[src/rtl/dsm_stereo_decimator.sv]
// Stereo 1-bit delta-sigma demodulator: per-channel 2nd-order CIC (sinc^2)
// decimator by R = 2^DECIM_LOG2, with a shared rate counter and warm-up gating.
module dsm_stereo_decimator #(
  parameter int DSM_WIDTH  = 12,
  parameter int DECIM_LOG2 = 6
) (
  input  logic                 clk,
  input  logic                 aclr,
  input  logic                 bit_en,
  input  logic                 left_in,
  input  logic                 right_in,
  output logic [DSM_WIDTH-1:0] left_pcm,
  output logic [DSM_WIDTH-1:0] right_pcm,
  output logic                 pcm_valid
);

  localparam int G     = 2*DECIM_LOG2 + 1;
  localparam int SHIFT = 2*DECIM_LOG2 - DSM_WIDTH;

  if (SHIFT < 0) begin : g_param_check
    $error("dsm_stereo_decimator: 2*DECIM_LOG2 must be >= DSM_WIDTH");
  end

  logic [1:0]            din;
  logic [DECIM_LOG2-1:0] rate_cnt;
  logic [1:0]            warm_cnt;
  logic                  tick;

  assign din  = {right_in, left_in};
  assign tick = bit_en && (rate_cnt == '1);

  // G >= DSM_WIDTH+1 always holds, so any bit above the PCM field means overrange.
  function automatic logic [DSM_WIDTH-1:0] scale_sat(input logic [G-1:0] y);
    logic [G-1:0] s;
    s = y >> SHIFT;
    if (|s[G-1:DSM_WIDTH]) return '1;
    return s[DSM_WIDTH-1:0];
  endfunction

  for (genvar ch = 0; ch < 2; ch++) begin : g_ch
    logic [G-1:0]         i1, i2, d1, d2;
    logic [G-1:0]         c1, c2;
    logic [DSM_WIDTH-1:0] pcm_q;

    // Comb section evaluated from pre-edge state; all arithmetic wraps mod 2^G.
    assign c1 = i2 - d1;
    assign c2 = c1 - d2;

    always_ff @(posedge clk or posedge aclr) begin
      if (aclr) begin
        i1    <= '0;
        i2    <= '0;
        d1    <= '0;
        d2    <= '0;
        pcm_q <= '0;
      end else if (bit_en) begin
        i1 <= i1 + G'(din[ch]);
        i2 <= i2 + i1;
        if (tick) begin
          d1    <= i2;
          d2    <= c1;
          pcm_q <= scale_sat(c2);
        end
      end
    end
  end

  assign left_pcm  = g_ch[0].pcm_q;
  assign right_pcm = g_ch[1].pcm_q;

  always_ff @(posedge clk or posedge aclr) begin
    if (aclr) begin
      rate_cnt  <= '0;
      warm_cnt  <= '0;
      pcm_valid <= 1'b0;
    end else begin
      pcm_valid <= tick && (warm_cnt == 2'd3);
      if (bit_en) rate_cnt <= rate_cnt + 1'b1;
      if (tick && (warm_cnt != 2'd3)) warm_cnt <= warm_cnt + 2'd1;
    end
  end

endmodule

[config.mk]
export PLATFORM = sky130hd
export DESIGN_NAME = dsm_stereo_decimator
export DESIGN_NICKNAME = d
export VERILOG_FILES = /design/src/rtl/dsm_stereo_decimator.sv
export SDC_FILE = /design/constraint.sdc
export NUM_CORES = 1
export LEC_CHECK = 0
export BUFFER_PORTS_ARGS = -buffer_cell sky130_fd_sc_hd__buf_2
export CORE_ASPECT_RATIO = 0.6
export CORE_MARGIN = 2
export CORE_UTILIZATION = 60
export CTS_CLUSTER_SIZE = 24
export DETAILED_ROUTE_END_ITERATION = 10
export GPL_TIMING_DRIVEN = 0
export PLACE_DENSITY_LB_ADDON = 0.2
export SYNTH_ARGS = -nofsm -noshare
export SYNTH_HDL_FRONTEND = slang
export SYNTH_SLANG_ARGS = --single-unit
[constraint.sdc]
create_clock -name clk -period 8.2 [get_ports clk]
set_input_delay 0.82 -clock clk [delete_from_list [all_inputs] [get_ports clk]]
set_output_delay 0.82 -clock clk [all_outputs]
set_load 0.005 [all_outputs]
## After elaboration in Yosys (flattened, before gate mapping)

Cells that the tools add are included.

| word-level totals | value |
|---|---|
| input bits | 5 |
| logic and storage cells | 40 |
| output and inout port bits | 25 |
| bits in registers | 137 |

| operators by class | value |
|---|---|
| add/sub/neg operators | 10 |
| muxes and demuxes | 10 |
| equal/unequal tests | 3 |
| reductions and logical operators | 4 |

Operator list:

| operator | number |
|---|---|
| $sub 13x13->13 | 4 |
| $mux 12 | 4 |
| $add 13x1->13 | 2 |
| $add 13x13->13 | 2 |
| $add 6x1->6 const B | 1 |
| $eq 6x6->1 const B | 1 |
| $mux 1 | 6 |
| $logic_and 1x1->1 | 3 |
| $add 2x1->2 const B | 1 |
| $eq 2x2->1 const B | 1 |
| $ne 2x2->1 const B | 1 |
| $reduce_and 2->1 | 1 |

## Longest topological paths before layout

| logic depth | value |
|---|---|
| depth in word-level cells | 6 |
| gate-level depth with buffers | 18 |
| gate-level depth less buffers | 17 |

## Least setup slack after synthesis

No wires, ideal clock.

| path | value |
|---|---|
| path kind | register to register |
| from | register g_ch[1].i2[0] |
| to | register g_ch[1].pcm_q[10], in the netlist right_pcm[10] |
| period minus slack after synthesis | 3.697 ns |
| data arrival time | 3.555 ns |
| setup slack | 4.503 ns |
| cell stages (with the launch flop) | 18 |
| required time | 8.058 ns |
| library setup time | 0.142 ns |
| cell sequence | dfrtp_1 -> inv_1 -> ha_1 -> inv_1 -> fa_1 -> a211oi_1 -> o21bai_1 -> a21oi_2 -> o21ai_0 -> a311oi_1 -> xnor2_1 -> ha_1 -> and4_1 -> a221oi_2 -> xor2_1 -> xnor2_1 -> buf_6 -> a31oi_2 |

| between the ends | value |
|---|---|
| cells in the longest elaborated chain, start to end | 6 |

RTL lines:

| what | line | source |
|---|---|---|
| from (decl) | 41 | `logic [G-1:0] i1, i2, d1, d2;` |
| from (signal assigned) | 58 | `i2 <= i2 + i1;` |
| $sub 13x13->13 * | 46 | `assign c1 = i2 - d1;` |
| net g_ch[1].c1[10] | 42 | `logic [G-1:0] c1, c2;` |
| $sub 13x13->13 * | 47 | `assign c2 = c1 - d2;` |
| $mux 1 | 36 | `if (\|s[G-1:DSM_WIDTH]) return '1;` |
| $mux 1 | 59 | `if (tick) begin` |
| $mux 1 | 56 | `end else if (bit_en) begin` |
| $mux 12 * | 37 | `return s[DSM_WIDTH-1:0];` |
| to (signal assigned) | 62 | `pcm_q <= scale_sat(c2);` |
| to (decl) | 43 | `logic [DSM_WIDTH-1:0] pcm_q;` |

The timed path passes the listed nets; every way through them passes the cells marked *. The select of a mux whose other input is x is not followed.
A chain may end at the register's enable or synchronous reset.

## Worst setup path in the final report

Ends and elaborated chain as after synthesis.

==> summary.txt <==
Clock network
  • Clock slew at the register clock pins of the worst setup and hold paths: roughly 60 ps
  • Post-CTS sizing: 0
  • Clk sinks: 137
  • CTS tree: built
  • Post CTS Setup Buffer Count: 0
  • Hold_buf cts: 0
  • Htree depth: 4
  • Skew-Pair Late Insertion Delay: between 400 and 500 ps
  • Root Driver: clkbuf_16
  • Clock buffer depth: 2
  • CTS Buf Count: 17

Floorplanning
  • Io pins: 30
  • Row cnt: 33
  • Initial Util: 62.1%
  • Total core area: roughly 0.014 mm^2
  • Die width: roughly 160 um
  • Die area: 0.0153 mm^2
  • Height of the die: between 90 and 100 um

Worst setup path
  • Levels on crit path: 17
  • R2R Path Start: g_ch[1].i2[0]
  • Critical path's top delay family: compound AO/OA/AOI/OAI gates
  • R2R Setup Slk: between 3000 and 4000 ps
  • CP Cell Sequence: inv_1, ha_1, inv_1, fa_1, a211oi_1, o21bai_1, a21oi_2, o21ai_0, a311oi_1, xnor2_1, ha_1, and4_1, a221oi_2, xor2_1, xnor2_1, buf_6, a31oi_2
  • Crit path arrival time: 4630 ps
  • Worst-path maximum fanout: 10
  • WP buf/inv: 3
  • Max stage delay on crit path: roughly 420 ps
  • Slowest CP cell: fa_1
  • CP Capture Type: register
  • CP startpoint kind: register
  • FF-to-FF path depth: 17
  • Worst path required time: 8470 ps
  • Crit Reg-Reg Endpoint: right_pcm[10]
  • Crit path launch: g_ch[1].i2[0]
  • Kind of critical path: register to register

Finish
  • Area growth, synth to finish: 12.2%
  • Post-Layout Cell Count: 1,147
  • Inserted Diodes: 0
  • Most frequent cells in the layout: 137 x dfrtp_1, 86 x nand2_1, 78 x ha_1
  • Commonest non-fill, non-tap cell in the layout: dfrtp_1
  • Final core utilization: 69.7%
  • Share of cells above drive strength 1: 11.1%
  • NumNets Final: around 1,000

Timing
  • Shortest period the worst path allows: between 4000 and 5000 ps
  • Worst Max-Slew Pin Slew: roughly 770 ps
  • Max Freq: ~230 MHz
  • Fin crit share: 53.1%
  • Fin Hold WS: 394 ps
  • Clock Skew: between 15 and 20 ps
  • Final Hold Fails: 0
  • Relative slew slack: just under 50%
  • Final Slew Violations: 0
  • Setup TNS: 0 ps
  • Final setup violation count: 0
  • RSZ-0062 raised after global routing: no

GRT
  • All-Layer GR Usage: between 20% and 30%
  • Number of global-route vias before repair: roughly 6,400
  • First-pass GRT wire length: 31,400 um
  • Initial antenna violation count: 0
  • GRT Residual Overflow: 0
  • Largest net degree at the start of global routing: between 90 and 100

Placement
  • Placed insts: between 1,000 and 1,500
  • GPL Wtd Cong: ~0.86
  • Buffers on Ports: 29
  • Hpwl dp: 13,300 um

Detailed routing
  • Final ANT Viol Nets: 0
  • Initial DRC Count: roughly 360
  • Vias per cell: between 5 and 6
  • TritonRoute pass-1 iters: 5
  • Post-Route WL: 18,400 um
  • Post-route DRC: 0
  • Via count: 6,581
  • Drt wl/cell: ~16 um

Pwr
  • Lkg Pwr: 4.76 nW
  • Switching share of power: just over 40%
  • Power Internal: about 2.4 mW
  • Switch Pwr: between 1.5 and 2 mW
  • Pwr/cell area: 415 mW/mm^2
  • Comb power frac: 54.1%
  • Power share of the clock group: a little over a fifth
  • Maximum vdd ir drop: about 0.23 mV
  • Sequential share of power: roughly 25%

Synth
  • Synth async-reset ratio: 100%
  • Share of the synthesized area in the top cell type: between 40% and 50%
  • Dominant synthesized flop cell: dfrtp_1
  • Cell count after synthesis: approximately 890
  • Top cells by area, synth: dfrtp_1 40%, ha_1 11%, xnor2_1 5.7%
  • Number of synthesized flops with an enable pin: 0
  • Syn_nets: ~980
  • #FFs+latches synth: roughly 140
  • Cell Area, Synth: around 0.0086 mm^2
  • Synth area leader: dfrtp_1
  • Synth cell types: 62
  • Yosys warning count: 0
  • Mean Syn Cell Area: about 9.6 um^2
  • Sequential share of the synthesized area: 40.0%

Hold path
  • Hold/Removal Path Class: primary input to asynchronous set/reset pin

Run
  • Max cap viols: 0

Run status
  • Outcome: completed
[worst max path at each step]
stage	slack (ps)	endpoint
after floorplan	3710	g_ch[0].d1[0]
after global placement	2130	left_pcm[3]
after detailed placement	3910	left_pcm[6]
after CTS	3870	right_pcm[10]
after global routing	3580	left_pcm[5]
final	3840	right_pcm[10]
[layer usage]
| metal | part of all wire (%) | GRT usage (%) | vias up | routed length [um] |
|---|---|---|---|---|
| li1 | - | - | 3240 | - |
| met1 | 50 | 38.8 | 3183 | 9290 |
| met2 | 44 | 40.9 | 143 | 8100 |
| met3 | 4.7 | 4.82 | 15 | 871 |
| met4 | 0.91 | 6.16 | 0 | 167 |
| met5 | 0 | 0 | - | 0 |
[cells in the mapped netlist (13+ instances only)]
| master | instances |
|---|---|
| nand2_1 | 86 |
| xor2_1 | 32 |
| a31oi_1 | 18 |
| ha_1 | 78 |
| a21o_1 | 22 |
| nor2_1 | 60 |
| inv_1 | 74 |
| o21ai_0 | 69 |
| xnor2_1 | 56 |
| mux2_2 | 25 |
| o21a_1 | 13 |
| dfrtp_1 | 137 |
| clkbuf_1 | 17 |
| a21oi_1 | 40 |
[power groups by stage]
stage / sequential [mW] / clock [mW] / combinational (mW)
3_3_place_gp: 0.998 / 0 / 2.08
5_1_grt: 1.02 / 0.875 / 2.44
4_1_cts: 0.995 / 0.844 / 2.16
3_5_place_dp: 1.00 / 0 / 2.12
2_1_floorplan: 0.970 / 0 / 1.74
6_report: 0.995 / 0.838 / 2.16
[metrics by stage]
stage | cell area [um^2] | power, mW | worst slack (ps)
2_1_floorplan | 8570 | 2.71 | 3710
3_3_place_gp | 8960 | 3.07 | 2130
3_5_place_dp | 8990 | 3.12 | 3910
4_1_cts | 9620 | 3.99 | 3870
5_1_grt | 9620 | 4.33 | 3580
6_report | 9620 | 3.99 | 3840
[sequential cells by signal (all words and copies together), names as in the netlist]
signal     flops
g_ch.d1       26
g_ch.d2       26
g_ch.i1       26
g_ch.i2       26
left_pcm      12
right_pcm     12
rate_cnt       6
warm_cnt       2
pcm_valid      1
[cell type report]
| type | instances | area, um^2 |
|---|---|---|
| tap | 192 | 240 |
| sequential | 137 | 3430 |
| fill | 1065 | 4170 |
| timing repair buffer | 30 | 173 |
| buffer | 24 | 104 |
| clock buffer | 23 | 458 |
| inverter | 75 | 287 |
| multi-input combinational | 657 | 4760 |
| clock inverter | 9 | 170 |
[logic make-up after synthesis]
group / synth area share (%)
compound gates: 17.9
simple gates: 12.4
flops: 40.0
buf+inv: 4.50
xor+xnor: 8.99
fa+ha+maj: 12.8
mux: 3.40
[worst reg2reg max path: cells and delay by family, from the launching register on]
family                     cells  cell delay, ps
buffers and inverters          3             400
and+or+nand+nor                1             240
DFF                            1             390
adders and majority gates      3             920
xor gates and xnor gates       3             720
AOI/OAI and AO/OA              7            1550
Power figures use the tool's default switching activity.
